$ cat src/rtl/fp_pkg.sv
// Shared types and constants for the half-precision multiplier datapath.
package fp_pkg;
  typedef enum logic [1:0] {IDLE, MUL, NORM, DONE} fpMulState_t;
  typedef enum logic [1:0] {ZERO, NORMAL, INF, NAN} fpClass_t;

  localparam int          EXP_BIAS = 15;
  localparam int          EXP_MAX  = 31;
  localparam logic [15:0] QNAN16   = 16'h7E00;
endpackage

$ cat src/rtl/fp16_unpack.sv
// Splits a half-precision word into sign, exponent, significand (hidden bit) and class.
// Latency: combinational.
// Backpressure: none; pure function of the input word.
module fp16_unpack
  import fp_pkg::*;
#(
  parameter int bitWidth = 16,
  parameter int expWidth = 5,
  parameter int manWidth = 10
) (
  input  logic [bitWidth-1:0] word,
  output logic                sign,
  output logic [expWidth-1:0] expo,
  output logic [manWidth:0]   sig,
  output fpClass_t            cls
);
  logic [manWidth-1:0] frac;

  always_comb begin
    sign = word[bitWidth-1];
    expo = word[bitWidth-2 -: expWidth];
    frac = word[manWidth-1:0];
    sig  = {1'b1, frac};
    // Subnormals are treated as zero, so exponent 0 alone decides ZERO.
    if (expo == '0)
      cls = ZERO;
    else if (expo == {expWidth{1'b1}})
      cls = (frac == '0) ? INF : NAN;
    else
      cls = NORMAL;
  end
endmodule

$ cat src/rtl/fp16_mul_seq.sv
// Sequential fp16 multiplier: shift-add significand product, normalise, truncate.
// Latency: done 13 cycles after accept for normal operands, 1 cycle for specials.
// Backpressure: start ignored while busy; stall holds upstream during MUL/NORM.
module fp16_mul_seq
  import fp_pkg::*;
#(
  parameter int bitWidth = 16,
  parameter int expWidth = 5,
  parameter int manWidth = 10
) (
  input  logic                clk,
  input  logic                rst_n,
  input  logic                start,
  input  logic                flush,
  input  logic [bitWidth-1:0] a,
  input  logic [bitWidth-1:0] b,
  output logic [bitWidth-1:0] result,
  output logic                done,
  output logic                busy,
  output logic                stall
);
  localparam int SW = manWidth + 1;
  localparam int PW = 2 * SW;
  localparam logic signed [6:0] BIAS7 = EXP_BIAS[6:0];
  localparam logic signed [6:0] EMAX7 = EXP_MAX[6:0];

  fpMulState_t         state;
  logic [3:0]          cnt;
  logic [PW-1:0]       prod;
  logic [SW-1:0]       mcand, mplier;
  logic [expWidth-1:0] ea_q, eb_q;
  logic                sign_q;

  logic                sa, sb;
  logic [expWidth-1:0] ea, eb;
  logic [SW-1:0]       siga, sigb;
  fpClass_t            ca, cb;

  fp16_unpack #(.bitWidth(bitWidth), .expWidth(expWidth), .manWidth(manWidth)) u_unpack_a (
    .word(a), .sign(sa), .expo(ea), .sig(siga), .cls(ca)
  );
  fp16_unpack #(.bitWidth(bitWidth), .expWidth(expWidth), .manWidth(manWidth)) u_unpack_b (
    .word(b), .sign(sb), .expo(eb), .sig(sigb), .cls(cb)
  );

  logic                accept;
  logic                spec_hit;
  logic [bitWidth-1:0] spec_res;
  logic [bitWidth-1:0] norm_res;
  logic signed [6:0]   exp_sum, exp_n;
  logic [manWidth-1:0] frac_n;
  logic                s_in;

  assign accept = start & ~flush & ((state == IDLE) | (state == DONE));
  assign stall  = busy | (start & accept);

  always_comb begin
    s_in     = sa ^ sb;
    spec_hit = (ca != NORMAL) | (cb != NORMAL);
    if ((ca == NAN) | (cb == NAN) | ((ca == INF) & (cb == ZERO)) | ((ca == ZERO) & (cb == INF)))
      spec_res = QNAN16;
    else if ((ca == INF) | (cb == INF))
      spec_res = {s_in, {expWidth{1'b1}}, {manWidth{1'b0}}};
    else
      spec_res = {s_in, {(bitWidth-1){1'b0}}};
  end

  // Significands are in [1,2), so the product's leading one sits at bit 21 or 20.
  always_comb begin
    exp_sum = $signed({2'b00, ea_q}) + $signed({2'b00, eb_q}) - BIAS7;
    if (prod[PW-1]) begin
      exp_n  = exp_sum + 7'sd1;
      frac_n = prod[PW-2 -: manWidth];
    end else begin
      exp_n  = exp_sum;
      frac_n = prod[PW-3 -: manWidth];
    end
    if (exp_n >= EMAX7)
      norm_res = {sign_q, {expWidth{1'b1}}, {manWidth{1'b0}}};
    else if (exp_n <= 7'sd0)
      norm_res = {sign_q, {(bitWidth-1){1'b0}}};
    else
      norm_res = {sign_q, exp_n[expWidth-1:0], frac_n};
  end

  always_ff @(posedge clk or negedge rst_n) begin
    if (!rst_n) begin
      state  <= IDLE;
      result <= '0;
      done   <= 1'b0;
      busy   <= 1'b0;
      cnt    <= '0;
      prod   <= '0;
      mcand  <= '0;
      mplier <= '0;
      ea_q   <= '0;
      eb_q   <= '0;
      sign_q <= 1'b0;
    end else if (flush) begin
      state  <= IDLE;
      result <= '0;
      done   <= 1'b0;
      busy   <= 1'b0;
      cnt    <= '0;
      prod   <= '0;
    end else begin
      done <= 1'b0;
      case (state)
        IDLE, DONE: begin
          state <= IDLE;
          if (accept) begin
            sign_q <= s_in;
            ea_q   <= ea;
            eb_q   <= eb;
            mcand  <= siga;
            mplier <= sigb;
            cnt    <= '0;
            prod   <= '0;
            if (spec_hit) begin
              state  <= DONE;
              result <= spec_res;
              done   <= 1'b1;
            end else begin
              state <= MUL;
              busy  <= 1'b1;
            end
          end
        end
        MUL: begin
          if (mplier[cnt])
            prod <= prod + (PW'(mcand) << cnt);
          if (cnt == 4'(manWidth))
            state <= NORM;
          else
            cnt <= cnt + 4'd1;
        end
        NORM: begin
          result <= norm_res;
          done   <= 1'b1;
          busy   <= 1'b0;
          state  <= DONE;
        end
        default: state <= IDLE;
      endcase
    end
  end
endmodule

$ cat config.mk
export PLATFORM = sky130hd
export DESIGN_NAME = fp16_mul_seq
export DESIGN_NICKNAME = d
export VERILOG_FILES = /design/src/rtl/fp_pkg.sv /design/src/rtl/fp16_unpack.sv /design/src/rtl/fp16_mul_seq.sv
export SDC_FILE = /design/constraint.sdc
export NUM_CORES = 1
export LEC_CHECK = 0
export BUFFER_PORTS_ARGS = -buffer_cell sky130_fd_sc_hd__buf_2
export CAP_MARGIN = 30
export CORE_MARGIN = 2
export CORE_UTILIZATION = 60
export DETAILED_ROUTE_END_ITERATION = 12
export MAX_ROUTING_LAYER = met4
export PLACE_DENSITY = 0.9
export SLEW_MARGIN = 20
export SYNTH_ARGS = -nofsm -noshare
export SYNTH_HDL_FRONTEND = slang
export SYNTH_HIERARCHICAL = 1
export SYNTH_SLANG_ARGS = --single-unit
export TNS_END_PERCENT = 50
$ cat constraint.sdc
create_clock -name clk -period 4.8 [get_ports clk]
set_input_delay 1.2 -clock clk [delete_from_list [all_inputs] [get_ports clk]]
set_output_delay 1.2 -clock clk [all_outputs]
set_load 0.02 [all_outputs]
==> results.json <==
{
  "die-width_um": 101.8,
  "cts_setup_buffers": 0,
  "crit_required_ns": 5.05,
  "r2r_end": "prod[19]",
  "rsz0062_at_grt": "false",
  "yosysTopAreaCellShare_pct": 34.44,
  "h-tree-depth": 3,
  "cts_resized": 0,
  "grt_antenna_before_repair": 0,
  "cts-root-buf": "clkbuf_8",
  "drt_pass1_iterations": 5,
  "numCtsBuffers": 9,
  "hold_buffers": 0,
  "grt.total_usage_pct": 26.68,
  "antennaDiodeCount": 0,
  "yosysMostFrequentCell": "nand2_1",
  "r2r_start": "cnt[1]",
  "synthFlopType": "dfrtp_1",
  "crit_chain": "mux2_2, nor2_1, a21oi_1, mux2_2, nand2_1, o21ai_0, ha_1, a21oi_1, o21ai_0, a21o_1, a31oi_2, a211oi_1, o21ai_0, or3b_1, a32o_1",
  "hpwl_mm": 9.450,
  "skew_ns": 0.01301,
  "die_height_um": 101.8,
  "rows": 35,
  "drc_errors": 0,
  "syn_area_per_cell_um2": 8.492,
  "area_growth_pct": 5.405,
  "cts_buffer_depth": 2,
  "num_io_pins": 55,
  "grt_max_degree": 80,
  "p_leak_nw": 2.880,
  "synthCells": 676,
  "path_clk_slew_ns": 0.09,
  "drt_wl_total_mm": 12.73,
  "netlist_top_cells_area": "dfrtp_1, nand2_1, ha_1",
  "design_area_mm2": 0.006051,
  "min_path_type": "reg2reg",
  "period_needed_ns": 4.230,
  "first_iter_violations": 202,
  "worst-r2r-setup-slack_ns": 0.57,
  "drive_above_1_share_pct": 14.45,
  "fin_util_pct": 65.48,
  "met2_length_mm": 6.259,
  "whs_endpoint": "result[6]",
  "max_freq_mhz": 236.4,
  "io_buffers": 54,
  "wl_met3_um": 630,
  "ys_seq_elements": 79,
  "post_drt_wl_per_cell_um": 15.64,
  "synth_cell_type_count": 65,
  "critPathMaxStageDelay_ns": 0.98,
  "critPathLaunch": "cnt[1]",
  "cp-end-kind": "flop",
  "viasPerCell": 5.912,
  "nNetsFinal": 754,
  "crit_fanout": 25,
  "slew_headroom_pct": 35.66,
  "async_reset_ff_share_pct": 100.0,
  "reg2regPathDepth": 15,
  "vias": 4812,
  "worst-setup-path-type": "reg2reg",
  "cp.arrival_ns": 4.48,
  "syn_area_mm2": 0.005741,
  "pwr_density_cell_mw_per_mm2": 537.0,
  "min_path_cells": 2,
  "die_area_mm2": 0.01037,
  "yosys_warnings": 6,
  "drt-met1-wl_mm": 5.482,
  "synth_commonest_cells": "nand2_1, dfrtp_1, o21ai_0",
  "tightest_slew_ns": 0.9650,
  "stdcell_count": 814,
  "grt_pass1_wl_mm": 21.48,
  "grt_pass1_vias": 4783,
  "top_layer_used": "met4",
  "clock-sinks": 79,
  "critPathLaunchType": "flop",
  "synth_edf_count": 0,
  "crit_path_top_delay_cell": "dfrtp_1",
  "fin_tns_setup_ns": 0,
  "start_util_pct": 62.13,
  "detail-route-antenna-nets": 0,
  "setup_viol": 0,
  "slew_violations": 0,
  "hold_viol": 0,
  "grt-ovfl-total": 0,
  "placed_cells": 799,
  "irDropWorstVdd_v": 0.0002632,
  "crit_path_frequent_cell": "o21ai_0",
  "total_power_mw": 3.249,
  "status": "finished, final reports clean",
  "post-route-period-util_pct": 88.14,
  "yosysSeqAreaShare_pct": 34.44,
  "core_region_area_mm2": 0.009240,
  "hp-start": "result[6]",
  "drv_cap": 0,
  "globalplace.congestion": 0.9985,
  "yosysTopAreaCell": "dfrtp_1",
  "clk_latency_ns": 0.36,
  "syn_nets": 749,
  "cts_tree": "built",
  "placedInstanceArea_mm2": 0.005813
}
==> where the power goes <==
part | internal [mW] | switching [mW]
sequential | 0.847 | 0.147
clock | 0.345 | 0.256
combinational | 0.658 | 0.995
==> worst max-delay path, delay by kind of cell (launching register included) <==
kind,cells,cell delay [ns]
adders and majority gates,1,0.35
and+or+nand+nor,3,0.50
AOI/OAI and AO/OA,9,1.58
muxes,2,0.72
DFF,1,0.98
==> kinds of logic after synthesis <==
family | share of synthesized area (%)
flip-flops | 34.44
XOR/XNOR | 3.356
AND/OR/NAND/NOR | 19.97
buffers and inverters | 8.130
AO/OA/AOI/OAI | 18.40
adder cells (fa/ha/maj) | 8.326
other | 0.1308
multiplexers | 7.258
==> cells in the final DEF (no fill, tap or decap), types with 4 or more instances in the layout <==
master      n
a22o_1     12
nor2_1     35
clkbuf_8    9
nor2b_1     4
xnor2_1    18
a21o_1      9
and2_1      4
dfrtp_1    79
nand2b_1   11
inv_1      20
mux2_2      9
mux2i_1    27
a211o_1     4
o21a_1      8
a21oi_1    23
o31ai_1    10
xor2_1      4
buf_2      53
or4_1       7
ha_1       35
nand3_1    12
a31oi_1    11
nand2_1   148
o21ai_0    48
nor3_1     10
==> layer usage <==
metal  vias to the layer above  track usage (%)
met5                         -                -
met4                         0            11.18
met3                        34            4.925
met2                       135            44.08
met1                      2292            32.25
li1                       2351                -
==> flip-flops by register name (all words and copies together), names as in the netlist <==
signal,cells
busy,1
cnt,4
done,1
ea_q,5
eb_q,5
mcand,11
mplier,11
prod,22
result,16
sign_q,1
state,2
==> worst max-delay path by stage <==
| stage | endpoint | slack, ns |
|---|---|---|
| 4_1_cts | prod[19] | 0.63 |
| 3_3_place_gp | prod[19] | 0.81 |
| 3_5_place_dp | prod[19] | 0.64 |
| 5_1_grt | prod[19] | 0.28 |
| 6_report | prod[19] | 0.57 |
| 2_1_floorplan | prod[19] | 1.00 |
==> stage by stage <==
stage | hold slack [ns] | setup WS, ns
finish | 0.4771 | 0.5695
global route | 0.5135 | 0.2761
CTS | 0.4850 | 0.6261
detailed placement | 0.4623 | 0.6408
global placement | 0.4598 | 0.8119
floorplan | 0.4403 | 1.005
==> layout make-up <==
cell class	instances	area (µm²)
Clock buffer	10	127.6
Clock inverter	5	106.4
Fill cell	769	3189
Inverter	22	82.58
Multi-Input combinational cell	512	3297
Sequential cell	79	1977
Tap cell	129	161.4
Timing Repair Buffer	57	299.0
Power figures use the tool's default switching activity.
